## config.mk

```make
export PLATFORM = sky130hd
export DESIGN_NAME = sseg_scan_n
export DESIGN_NICKNAME = d
export VERILOG_FILES = /design/src/rtl/sseg_scan_n.sv
export SDC_FILE = /design/constraint.sdc
export NUM_CORES = 1
export LEC_CHECK = 0
export ABC_AREA = 1
export CAP_MARGIN = 20
export CORE_AREA = 3 3 67 85
export CTS_BUF_LIST = sky130_fd_sc_hd__clkbuf_16
export DETAILED_ROUTE_END_ITERATION = 12
export DIE_AREA = 0 0 70 88
export MAX_ROUTING_LAYER = met4
export PLACE_DENSITY = 0.76
export SLEW_MARGIN = 30
export SYNTH_ARGS = -nofsm -noshare
export SYNTH_HDL_FRONTEND = slang
export SYNTH_SLANG_ARGS = --single-unit
```

## constraint.sdc

```tcl
create_clock -name clk -period 2.7 [get_ports clk]
set_clock_uncertainty 0.05 [all_clocks]
set_input_delay 0.81 -clock clk [delete_from_list [all_inputs] [get_ports clk]]
set_output_delay 0.81 -clock clk [all_outputs]
set_load 0.01 [all_outputs]
```

## src/rtl/sseg_scan_n.sv

```systemverilog
`default_nettype none
// ============================================================================
//  Module   : sseg_scan_n
//  Purpose  : Multiplexed N-digit hex seven-segment scanner with per-slot
//             brightness (PWM by phase counter), per-digit blanking, decimal
//             points, leading-zero suppression and a frame-start snapshot of
//             the display inputs.
//  Revision : 1.0  initial release
// ============================================================================
module sseg_scan_n #(
  parameter int DIGITS     = 4,   // number of multiplexed digits, 1..8
  parameter int BRIGHT_W   = 3,   // brightness / phase counter width, 1..6
  parameter int ACTIVE_LOW = 1    // 1: low-true an/ca/dp, 0: high-true
) (
  input  logic                  clk,
  input  logic                  rst,
  input  logic                  enabled,
  input  logic [4*DIGITS-1:0]   digits,
  input  logic [DIGITS-1:0]     dp,
  input  logic [DIGITS-1:0]     blank,
  input  logic                  lz_suppress,
  input  logic [BRIGHT_W-1:0]   brightness,
  output logic [DIGITS-1:0]     sseg_an,
  output logic [6:0]            sseg_ca,
  output logic                  sseg_dp,
  output logic                  frame_done
);

  // Index counter needs at least one bit even for a single digit.
  localparam int                IDX_W     = (DIGITS > 1) ? $clog2(DIGITS) : 1;
  localparam logic [IDX_W-1:0]  IDX_LAST  = IDX_W'(DIGITS - 1);
  localparam logic [BRIGHT_W-1:0] PHASE_MAX = '1;
  // XOR mask turning active-high internal values into pin polarity.
  localparam logic              POL       = (ACTIVE_LOW != 0) ? 1'b1 : 1'b0;

  // Scan position.
  logic [IDX_W-1:0]    idx;
  logic [BRIGHT_W-1:0] phase;

  // Frame snapshot of the display content.
  logic [4*DIGITS-1:0] shadow_digits;
  logic [DIGITS-1:0]   shadow_dp;
  logic [DIGITS-1:0]   shadow_blank;
  logic                shadow_lz;

  // Combinational view of the current slot.
  logic                first_slot;
  logic                end_of_frame;
  logic [4*DIGITS-1:0] cur_digits;
  logic [DIGITS-1:0]   cur_dp;
  logic [DIGITS-1:0]   cur_blank;
  logic                cur_lz;
  logic [3:0]          sel_nibble;
  logic                sel_blank;
  logic                sel_dp;
  logic                sel_upper_zero;
  logic                zero_run;
  logic                suppress;
  logic                lit;
  logic [6:0]          seg_code;
  logic [DIGITS-1:0]   an_high;
  logic [6:0]          ca_high;
  logic                dp_high;

  // Hex nibble to active-high gfedcba segment pattern.
  function automatic logic [6:0] hex_to_seg(input logic [3:0] n);
    logic [6:0] s;
    case (n)
      4'h0: s = 7'h3F;
      4'h1: s = 7'h06;
      4'h2: s = 7'h5B;
      4'h3: s = 7'h4F;
      4'h4: s = 7'h66;
      4'h5: s = 7'h6D;
      4'h6: s = 7'h7D;
      4'h7: s = 7'h07;
      4'h8: s = 7'h7F;
      4'h9: s = 7'h6F;
      4'hA: s = 7'h77;
      4'hB: s = 7'h7C;
      4'hC: s = 7'h39;
      4'hD: s = 7'h5E;
      4'hE: s = 7'h79;
      default: s = 7'h71;
    endcase
    return s;
  endfunction

  assign first_slot   = (idx == '0) && (phase == '0);
  assign end_of_frame = (idx == IDX_LAST) && (phase == PHASE_MAX);

  // The first slot of a frame shows the live inputs (they are being
  // captured on that same edge); every other slot shows the snapshot.
  assign cur_digits = first_slot ? digits      : shadow_digits;
  assign cur_dp     = first_slot ? dp          : shadow_dp;
  assign cur_blank  = first_slot ? blank       : shadow_blank;
  assign cur_lz     = first_slot ? lz_suppress : shadow_lz;

  // Select the active digit and find whether it and every higher digit is zero.
  always_comb begin
    sel_nibble     = 4'h0;
    sel_blank      = 1'b0;
    sel_dp         = 1'b0;
    sel_upper_zero = 1'b0;
    zero_run       = 1'b1;
    for (int i = DIGITS - 1; i >= 0; i--) begin
      zero_run = zero_run & (cur_digits[4*i +: 4] == 4'h0);
      if (idx == IDX_W'(i)) begin
        sel_nibble     = cur_digits[4*i +: 4];
        sel_blank      = cur_blank[i];
        sel_dp         = cur_dp[i];
        sel_upper_zero = zero_run;
      end
    end
  end

  // Build the active-high picture of the slot about to be shown.
  always_comb begin
    lit      = (phase < brightness);
    suppress = cur_lz && (idx != '0) && sel_upper_zero;
    seg_code = hex_to_seg(sel_nibble);
    an_high  = '0;
    for (int i = 0; i < DIGITS; i++) begin
      an_high[i] = lit && (idx == IDX_W'(i));
    end
    // Forced blank kills dp too; leading-zero suppression keeps dp.
    ca_high = (lit && !sel_blank && !suppress) ? seg_code : 7'h00;
    dp_high = lit && !sel_blank && sel_dp;
  end

  // Scan counters: phase runs fastest, idx advances on each phase wrap.
  always_ff @(posedge clk) begin
    if (rst) begin
      idx   <= '0;
      phase <= '0;
    end else if (enabled) begin
      if (phase == PHASE_MAX) begin
        phase <= '0;
        idx   <= (idx == IDX_LAST) ? '0 : idx + 1'b1;
      end else begin
        phase <= phase + 1'b1;
      end
    end
  end

  // Capture display content at the start of each frame.
  always_ff @(posedge clk) begin
    if (rst) begin
      shadow_digits <= '0;
      shadow_dp     <= '0;
      shadow_blank  <= '0;
      shadow_lz     <= 1'b0;
    end else if (enabled && first_slot) begin
      shadow_digits <= digits;
      shadow_dp     <= dp;
      shadow_blank  <= blank;
      shadow_lz     <= lz_suppress;
    end
  end

  // Registered pin drivers, updated only on scan ticks.
  always_ff @(posedge clk) begin
    if (rst) begin
      sseg_an <= {DIGITS{POL}};
      sseg_ca <= {7{POL}};
      sseg_dp <= POL;
    end else if (enabled) begin
      sseg_an <= an_high ^ {DIGITS{POL}};
      sseg_ca <= ca_high ^ {7{POL}};
      sseg_dp <= dp_high ^ POL;
    end
  end

  // One-cycle pulse after the last tick of a frame.
  always_ff @(posedge clk) begin
    if (rst) begin
      frame_done <= 1'b0;
    end else begin
      frame_done <= enabled && end_of_frame;
    end
  end

endmodule
`default_nettype wire

```

Word-level counts from Yosys, hierarchy flattened
Memory sizes are Yosys's and may differ from the RTL's.
Cells that the tools add are included.
{"block": "word_totals", "register_bits": 43, "rom_bits": 112, "in_bits": 31, "elab_cells": 70, "n_memories": 1}
{"block": "op_classes", "addsub": 2, "magnitude_cmp": 1, "n_eq_ne": 4, "muxes": 23, "bitwise_logic": 6, "n_reduce_logical": 23}
{"name": "(no name shown)", "words": 16, "width": 7, "read_ports": 1, "rd_clocked_by_memory_dff": 0, "wr": 0, "line_no": "68", "rtl": "case (n)"}
{"operator": "$mux 4", "n": 6}
{"operator": "$logic_not 4->1", "n": 4}
{"operator": "$mux 16", "n": 1}
{"operator": "$logic_and 1x1->1", "n": 13}
{"operator": "$mux 1", "n": 13}
{"operator": "$mux 7", "n": 1}
{"operator": "$not 7->7", "n": 1}
{"operator": "$eq 2x2->1 const B", "n": 2}
{"operator": "$not 4->4", "n": 1}
{"operator": "$add 3x1->3 const B", "n": 1}
{"operator": "$and 1x1->1", "n": 3}
{"operator": "$eq 3x3->1 const B", "n": 1}
{"operator": "$logic_not 3->1", "n": 1}
{"operator": "$lt 3x3->1", "n": 1}
{"operator": "$mux 3", "n": 1}
{"operator": "$add 2x1->2 const B", "n": 1}
{"operator": "$eq 2x1->1 const B", "n": 1}
{"operator": "$logic_not 1->1", "n": 2}
{"operator": "$logic_not 2->1", "n": 1}
{"operator": "$mux 2", "n": 1}
{"operator": "$reduce_and 2->1", "n": 1}
{"operator": "$reduce_bool 2->1", "n": 1}
{"operator": "$not 1->1", "n": 1}

Logic depth before layout (Yosys ltp)
{"block": "logic_depth", "ltp_word": 13, "depth_mapped": 19, "depth_no_buf": 18}

Worst setup path after synthesis
No wires, ideal clock.
{"block": "synth_timing", "path_type": "reg2reg", "startpoint": "register idx[0]", "endpoint": "register sseg_ca[3]", "arrival_ns": 2.170, "required_ns": 2.535, "slack_ns": 0.365, "path_stages_with_launch": 18, "n_path_buf": 1, "path_cell_list": "dfxtp_1 -> inv_1 -> ha_1 -> nand2_2 -> nor2_8 -> buf_8 -> nand2_1 -> nand2_1 -> o21ai_1 -> o21bai_2 -> inv_1 -> ha_1 -> inv_1 -> nand2_1 -> nand3_1 -> nand3_1 -> nand2_1 -> nand2_1"}
{"block": "synth_via", "elab_chain_cells": 13, "elab_cells_between_ends": 37, "classes_between": "eq/ne: 3; mux: 16; bitwise: 4; reduce/logical: 13; memory: 1"}
{"item": "start: declaration", "line_no": "37", "rtl": "logic [IDX_W-1:0] idx;"}
{"item": "start signal: assignment", "line_no": "139", "rtl": "idx <= (idx == IDX_LAST) ? '0 : idx + 1'b1;"}
{"item": "parallel branches: the longest is 11 deep, another holds $mem_v2 16x7"}
{"item": "$mux 7 *", "line_no": "127", "rtl": "ca_high = (lit && !sel_blank && !suppress) ? seg_code : 7'h00;"}
{"item": "$not 7->7 (no line) *"}
{"item": "end signal: assignment", "line_no": "165", "rtl": "sseg_ca <= {7{POL}};"}
{"item": "end signal: assignment", "line_no": "169", "rtl": "sseg_ca <= ca_high ^ {7{POL}};"}
{"item": "end: declaration", "line_no": "24", "rtl": "output logic [6:0] sseg_ca,"}
Every way passes the cells marked *.
A chain may end at the register's enable or synchronous reset.

Worst setup path after layout
{"block": "layout_timing", "startpoint": "input brightness[2]", "endpoint": "register sseg_ca[6]"}
{"block": "layout_via", "elab_chain_cells": 5}
{"item": "start: declaration", "line_no": "22", "rtl": "input logic [BRIGHT_W-1:0] brightness,"}
{"item": "$lt 3x3->1", "line_no": "119", "rtl": "lit = (phase < brightness);"}
{"item": "$logic_and 1x1->1 (2 in a row)", "line_no": "127"}
{"item": "$mux 7", "line_no": "127"}
{"item": "$not 7->7 (no line)"}
Every way passes these cells.

==> out/results.ini <==
[run_status]
outcome = finished clean

[clocking]
clockBufferDepth = 2
cts.htree.levels = 2
cts_tree = done
hold_buffers = 0
path_clk_slew_ps = 60
cts.sinks = 43
root_buffer = clkbuf_16
worstSkewPairLatency_ps = 290
cts_inserted_buffers = 5

[floorplanning]
io_pins = 44
row_count = 29
die_area_sq_mm = 0.00616
die_y_microns = 88
dieWidth_microns = 70
core_sq_mm = 0.00501
start_util = 0.524

[drt]
drtIter0Drc = 127
vias = 2629
drt_wl_total_mm = 6.62
ant_nets = 0
drtPass1Iterations = 7
drcViolationCount = 0
routed_via_density = 5.29
wire_per_inst_microns = 13.3

[synthesis]
synthMuxAreaShare = 0
synth_compound_area_frac = 0.202
synth.distinct_cells = 34
synth_top_family_by_area = simple AND/OR/NAND/NOR gates
synth_cells = 384
synth_area_per_cell_sq_um = 6.83
syn_area_sq_mm = 0.00262
seq_area_frac_synth = 0.328
synth_seq_cells = 43
synthAdderAreaFrac = 0.0715
yosys_warnings = 0
synth-simple-area-share = 0.295
postSynthNetCount = 430
synthXorXnorAreaFrac = 0

[timing]
hold_violations = 0
fin_crit_ps = 2480
final-setup-viol-count = 0
slew_violations = 0
period_share = 0.920
clock.fmax_mhz = 403
worst_pin_slew_ps = 552
fin_ws_ps = 216
rsz0062_at_grt = false
maxSlewHeadroom = 0.632

[global_route]
overflow = 0
grt_util_met3 = 0.0425
met1_usage = 0.237
grt_max_degree = 30
grt_pass1_wl_mm = 10.7
grt_antenna_before_repair = 0
grtUsageTotal = 0.222
met2_usage = 0.408
grt_pass1_vias = 2393
grt_busiest_layer = met2

[power_and_ir_drop]
vdd_drop_max_uv = 418
power_w = 0.00204
p_leak_nw = 1.52
p_per_area_mw_per_mm2 = 608

[worst_setup_path]
reg2reg_depth = 15
slowest_stage = clkdlybuf4s50_1
critPathKind = input port to flop
required_ps = 2830
r2r-start = idx[0]$_SDFFE_PP0P_
critPathMaxFanout = 5
cp.arrival_ps = 2610
path_depth = 11
path_common_cell = nand2_1
critPathMaxStageDelay_ps = 450
endpoint_kind = flop
critical_path.startpoint_type = input port
path_buf_inv = 3
critical_path.top_delay_family = buffers and inverters
startpoint = brightness[2]
cp_cell_sequence = clkdlybuf4s50_1 -> inv_1 -> ha_1 -> a21oi_1 -> nand2_1 -> a211oi_1 -> nand3_2 -> inv_2 -> nand3_1 -> nand2_1 -> nand2_1

[min_path]
holdPathStages = 2
min_from = shadow_dp[1]$_SDFFE_PP0P_
hp-class = flop to flop

[layout]
final_common_cell = nand2_1
insertedDiodeCount = 0
nNetsFinal = 480
final_cell_mix = nand2_1 (103), inv_1 (44), a21oi_1 (43), dfxtp_1 (43), clkdlybuf4s50_1 (43)
utilization = 0.671
instances_no_fill = 497
drive_above_1_share = 0.113
area_growth_pct = 28.1

[place]
place_congestion = 0.871
dp_slack_ps = -92.8
dp.cells = 486
dp_hpwl_mm = 4.71
io_buffers = 43

[job]
maxCapViolCount = 0

## cell families after synthesis
kind of cell | after synthesis
compound gates | 92
fa+ha+maj | 15
buf+inv | 65
flops | 43
simple gates | 169
## tightest hold or removal path, stage by stage (launching register included)
cell	delay, ps
dfxtp_1	300
inv_1	50
a21oi_1	50
## synth_stat cells
master      n  area [sq um]
a211oi_1    9          67.6
buf_4       1          7.51
nor2_8      2          40.0
o22ai_1     2          12.5
nor2_4      1          11.3
nand4_1     2          12.5
inv_1      44           165
o22ai_2     2          25.0
and2_1      1          6.26
dfxtp_1    43           861
nor2_1     16          60.1
a21oi_1    43           215
nand3_1    28           140
buf_8       1          15.0
o21bai_2    1          11.3
inv_4       1          6.26
nand2_2     6          37.5
buf_6       1          11.3
o211ai_1    2          15.0
buf_1       1          3.75
and2_0      1          6.26
buf_2       3          15.0
ha_1       15           188
nand2_1   103           387
clkinv_1    1          3.75
inv_2       3          11.3
o21ai_0    26           130
o21ai_1     5          25.0
a21boi_2    1          11.3
nor3_1      2          10.0
clkbuf_1    9          33.8
nor2_2      2          12.5
a21oi_4     1          16.3
nand3_2     5          50.1
## layout make-up
type / instances / area [sq um]
clock buffer: 5 / 125
inverter: 49 / 186
timing repair buffer: 57 / 536
sequential: 43 / 861
clock inverter: 3 / 63.8
tap: 62 / 77.6
multi-input combinational: 278 / 1510
fill: 474 / 1650
## where the power goes
part	switching, W	internal, W	total (W)
Clock	0.000250	0.000527	0.000777
Combinational	0.000317	0.000234	0.000551
Sequential	0.0000255	0.000689	0.000715
## state kept, by name, indices dropped and copies added (netlist names)
name,count
shadow_digits,16
sseg_ca,7
shadow_blank,4
shadow_dp,4
sseg_an,4
phase,3
idx,2
frame_done,1
shadow_lz,1
sseg_dp,1
## timing repair
action                     4_1_cts  5_1_grt
setup endpoints to repair        0        2
buffers inserted                 0        1
resized for setup                0        1
## metrics by stage
step | area [sq um] | setup TNS [ps] | hold WS [ps]
after CTS | 3330 | 0 | 402
after global routing | 3360 | 0 | 422
final | 3360 | 0 | 400
after floorplan | 2620 | 0 | 374
after detailed placement | 3140 | -540 | 393
after global placement | 3140 | -52.2 | 385
## routing by layer
| metal | up-vias | routed length, microns |
|---|---|---|
| li1 | 1349 | - |
| met1 | 1193 | 2700 |
| met3 | 9 | 421 |
| met4 | 0 | 86 |
| met5 | - | 0 |
| met2 | 78 | 3410 |
## path summary, 6_finish.rpt
check	endpoint	slack [ps]
worst max-delay path	sseg_ca[6]$_SDFFE_PP1P_	220
worst min-delay path	shadow_dp[1]$_SDFFE_PP0P_	400
worst max register to register	sseg_ca[2]$_SDFFE_PP1P_	240
worst min register to register	shadow_dp[1]$_SDFFE_PP0P_	400
Note: power is estimated with default switching activity, not from simulation.
==> RTL change (same flow settings) <==
The parameter `BRIGHT_W` goes from 3 to 6.
--- a/src/rtl/sseg_scan_n.sv
+++ b/src/rtl/sseg_scan_n.sv
@@ -9,7 +9,7 @@
 // ============================================================================
 module sseg_scan_n #(
   parameter int DIGITS     = 4,   // number of multiplexed digits, 1..8
-  parameter int BRIGHT_W   = 3,   // brightness / phase counter width, 1..6
+  parameter int BRIGHT_W   = 6,   // brightness / phase counter width, 1..6
   parameter int ACTIVE_LOW = 1    // 1: low-true an/ca/dp, 0: high-true
 ) (
   input  logic                  clk,
Ports: changed (resized brightness); port bits go from 44 to 47. No check against the original RTL was run, so the function may have changed too.
==> RTL change against the original RTL <==
- cell area is 7.9% higher
- sequential power is 6.0% higher
- wire length is 1.5% higher
- non-clock buffer count is 1 higher
- total power is 1.1% higher
- sequential cell count is 3 higher
- synthesized area is 9.3% higher
- setup slack worse by 0.018 ns
- largest cell class unchanged
==> RTL change: results (changes against the original RTL) <==
Via density=5.18 (was 5.29); Crit Path Max Fanout=7 (was 5); n_diodes=0 (unchanged); Post-Syn Nets=484 (was 430); r2r setup slk=0.23 ns; Final #Nets=534 (was 480); Cell variety after synth=32 (was 34); largest cells by area after synthesis=dfxtp_1, nand2_1, ha_1, inv_1, o21ai_0 (was dfxtp_1, nand2_1, a21oi_1, ha_1, inv_1); synthesis warning total=0 (unchanged); port bufs=46 (was 43); leak pwr=1.66 nW (was 1.52 nW); initial antenna violation count=0 (unchanged); DRT Pass-1 Iters=4 (was 7); DP Area=3400 um2 (was 3140 um2); worst vdd ir=0.355 mV (was 0.418 mV); global-route wire length before repair=11.3 mm (was 10.7 mm); worst reg2reg path endpoint=sseg_ca[1] (was sseg_ca[2]); Worst R2R Start=idx[0] (unchanged); cts bufs inserted=5 (unchanged); CTS Buffer Depth=2 (unchanged); largest net degree at the start of global routing=28 (was 30); ratio of cells with drive above 1 in the final layout=0.0950 (was 0.113); Hold Path Class=reg2reg (unchanged); CP max stage delay=0.46 ns; Synth top cells by count=nand2_1, inv_1, dfxtp_1 (was nand2_1, inv_1, a21oi_1, dfxtp_1, nand3_1); Critical Path AT=2.64 ns (was 2.61 ns); run status=finished clean (unchanged); detailed placement HPWL=5.13 mm (was 4.71 mm); Fillers=431 (was 474); Global Route Usage Sum=0.230 (was 0.222); worst reg2reg path depth=19 (was 15); Root Driver=clkbuf_16 (unchanged); clock-pin slew on the worst setup and hold paths=0.06 ns (about the same); WL final=6.72 mm (was 6.62 mm); biggest regs=shadow_digits: 16 flops, sseg_ca: 7 flops, phase: 6 flops (was shadow_digits: 16 flops, sseg_ca: 7 flops); routability cong.=0.869 (was 0.871); CP endpoint=sseg_ca[5] (was sseg_ca[6]); DRT iter0 DRCs=174 (was 127); Worst path slowest cell=clkdlybuf4s50_1 (unchanged); post-synthesis sequential area ratio=0.321 (was 0.328); ys async rst share=0 (unchanged); ys flop type=dfxtp_1 (unchanged); number of global-route vias before repair=2564 (was 2393); H-tree depth=2 (unchanged); origin of the worst setup path=brightness[1] (was brightness[2]); relative slew slack=0.726 (was 0.632); CP top delay family=buffers and inverters (unchanged); Clock Latency Late Sink=0.29 ns (about the same); startpoint class of the critical path=primary input (unchanged)
==> RTL change: cell types whose count changed after synthesis, sizes merged, moves of 2 or more <==
cell    delta
clkbuf     -2
and2       -2
inv       +12
ha         +2
o21ai     +14
nor2      +21
o22ai      -4
nand2      +5
a211oi     -6
nand3      -3
dfxtp      +3
nand4      +4
o211ai     +2
==> RTL change: kinds of logic after synthesis <==
| logic type | Yosys count | share of synthesized area |
|---|---|---|
| AND/OR/NAND/NOR | 197 | 0.309 |
| buffers and inverters | 75 | 0.109 |
| AO/OA/AOI/OAI | 98 | 0.186 |
| adder cells (fa/ha/maj) | 17 | 0.0742 |
| flip-flops | 46 | 0.321 |
==> RTL change: layer usage <==
layer  GRT usage  share of wire
met1       0.279           0.45
met2       0.389           0.47
met3      0.0321          0.056
met4      0.0889          0.021
met5           -              0
==> RTL change: worst min path at each step <==
stage / slack [ns] / from / cells after the start / end
5_1_grt: 0.41 / shadow_blank[0] / 2 / shadow_blank[0]
6_report: 0.39 / shadow_digits[2] / 2 / shadow_digits[2]
2_1_floorplan: 0.37 / shadow_blank[0] / 2 / shadow_blank[0]
3_5_place_dp: 0.38 / shadow_digits[2] / 2 / shadow_digits[2]
4_1_cts: 0.39 / shadow_digits[2] / 2 / shadow_digits[2]
3_3_place_gp: 0.38 / shadow_blank[0] / 2 / shadow_blank[0]
==> RTL change: cell type report <==
type                            count  area [um2]  share of cell area
Clock inverter                      3        63.8              0.0176
Tap cell                           62        77.6              0.0214
Clock buffer                        5         125              0.0345
Sequential cell                    46         921               0.254
Timing Repair Buffer               58         566               0.156
Inverter                           60         230              0.0635
Multi-Input combinational cell    312        1640               0.453
==> RTL change: stage by stage <==
stage                     std cells   util  setup slack (ns)
after floorplan                 433      -             0.382
after global placement          537  0.680           -0.0334
after detailed placement        537  0.680            -0.116
after CTS                       545  0.717            0.0586
after global routing            546  0.724            0.0197
final                           546  0.724             0.198
==> RTL change: where the power goes <==
part           total [W]  internal (W)  switching (W)
Sequential      0.000758      0.000735      0.0000233
Clock           0.000789      0.000527       0.000261
Combinational   0.000518      0.000222       0.000296
Total            0.00206       0.00148       0.000581
==> RTL change: worst min-delay path, cell delays in order (launching register included) <==
cell and delay (ns):
dfxtp_1 0.30, inv_1 0.04, a21oi_1 0.05
==> RTL change: what timing repair did <==
action | 4_1_cts | 5_1_grt
gates resized for setup | 0 | 8
buffers inserted | 0 | 1
setup endpoints to repair | 0 | 6
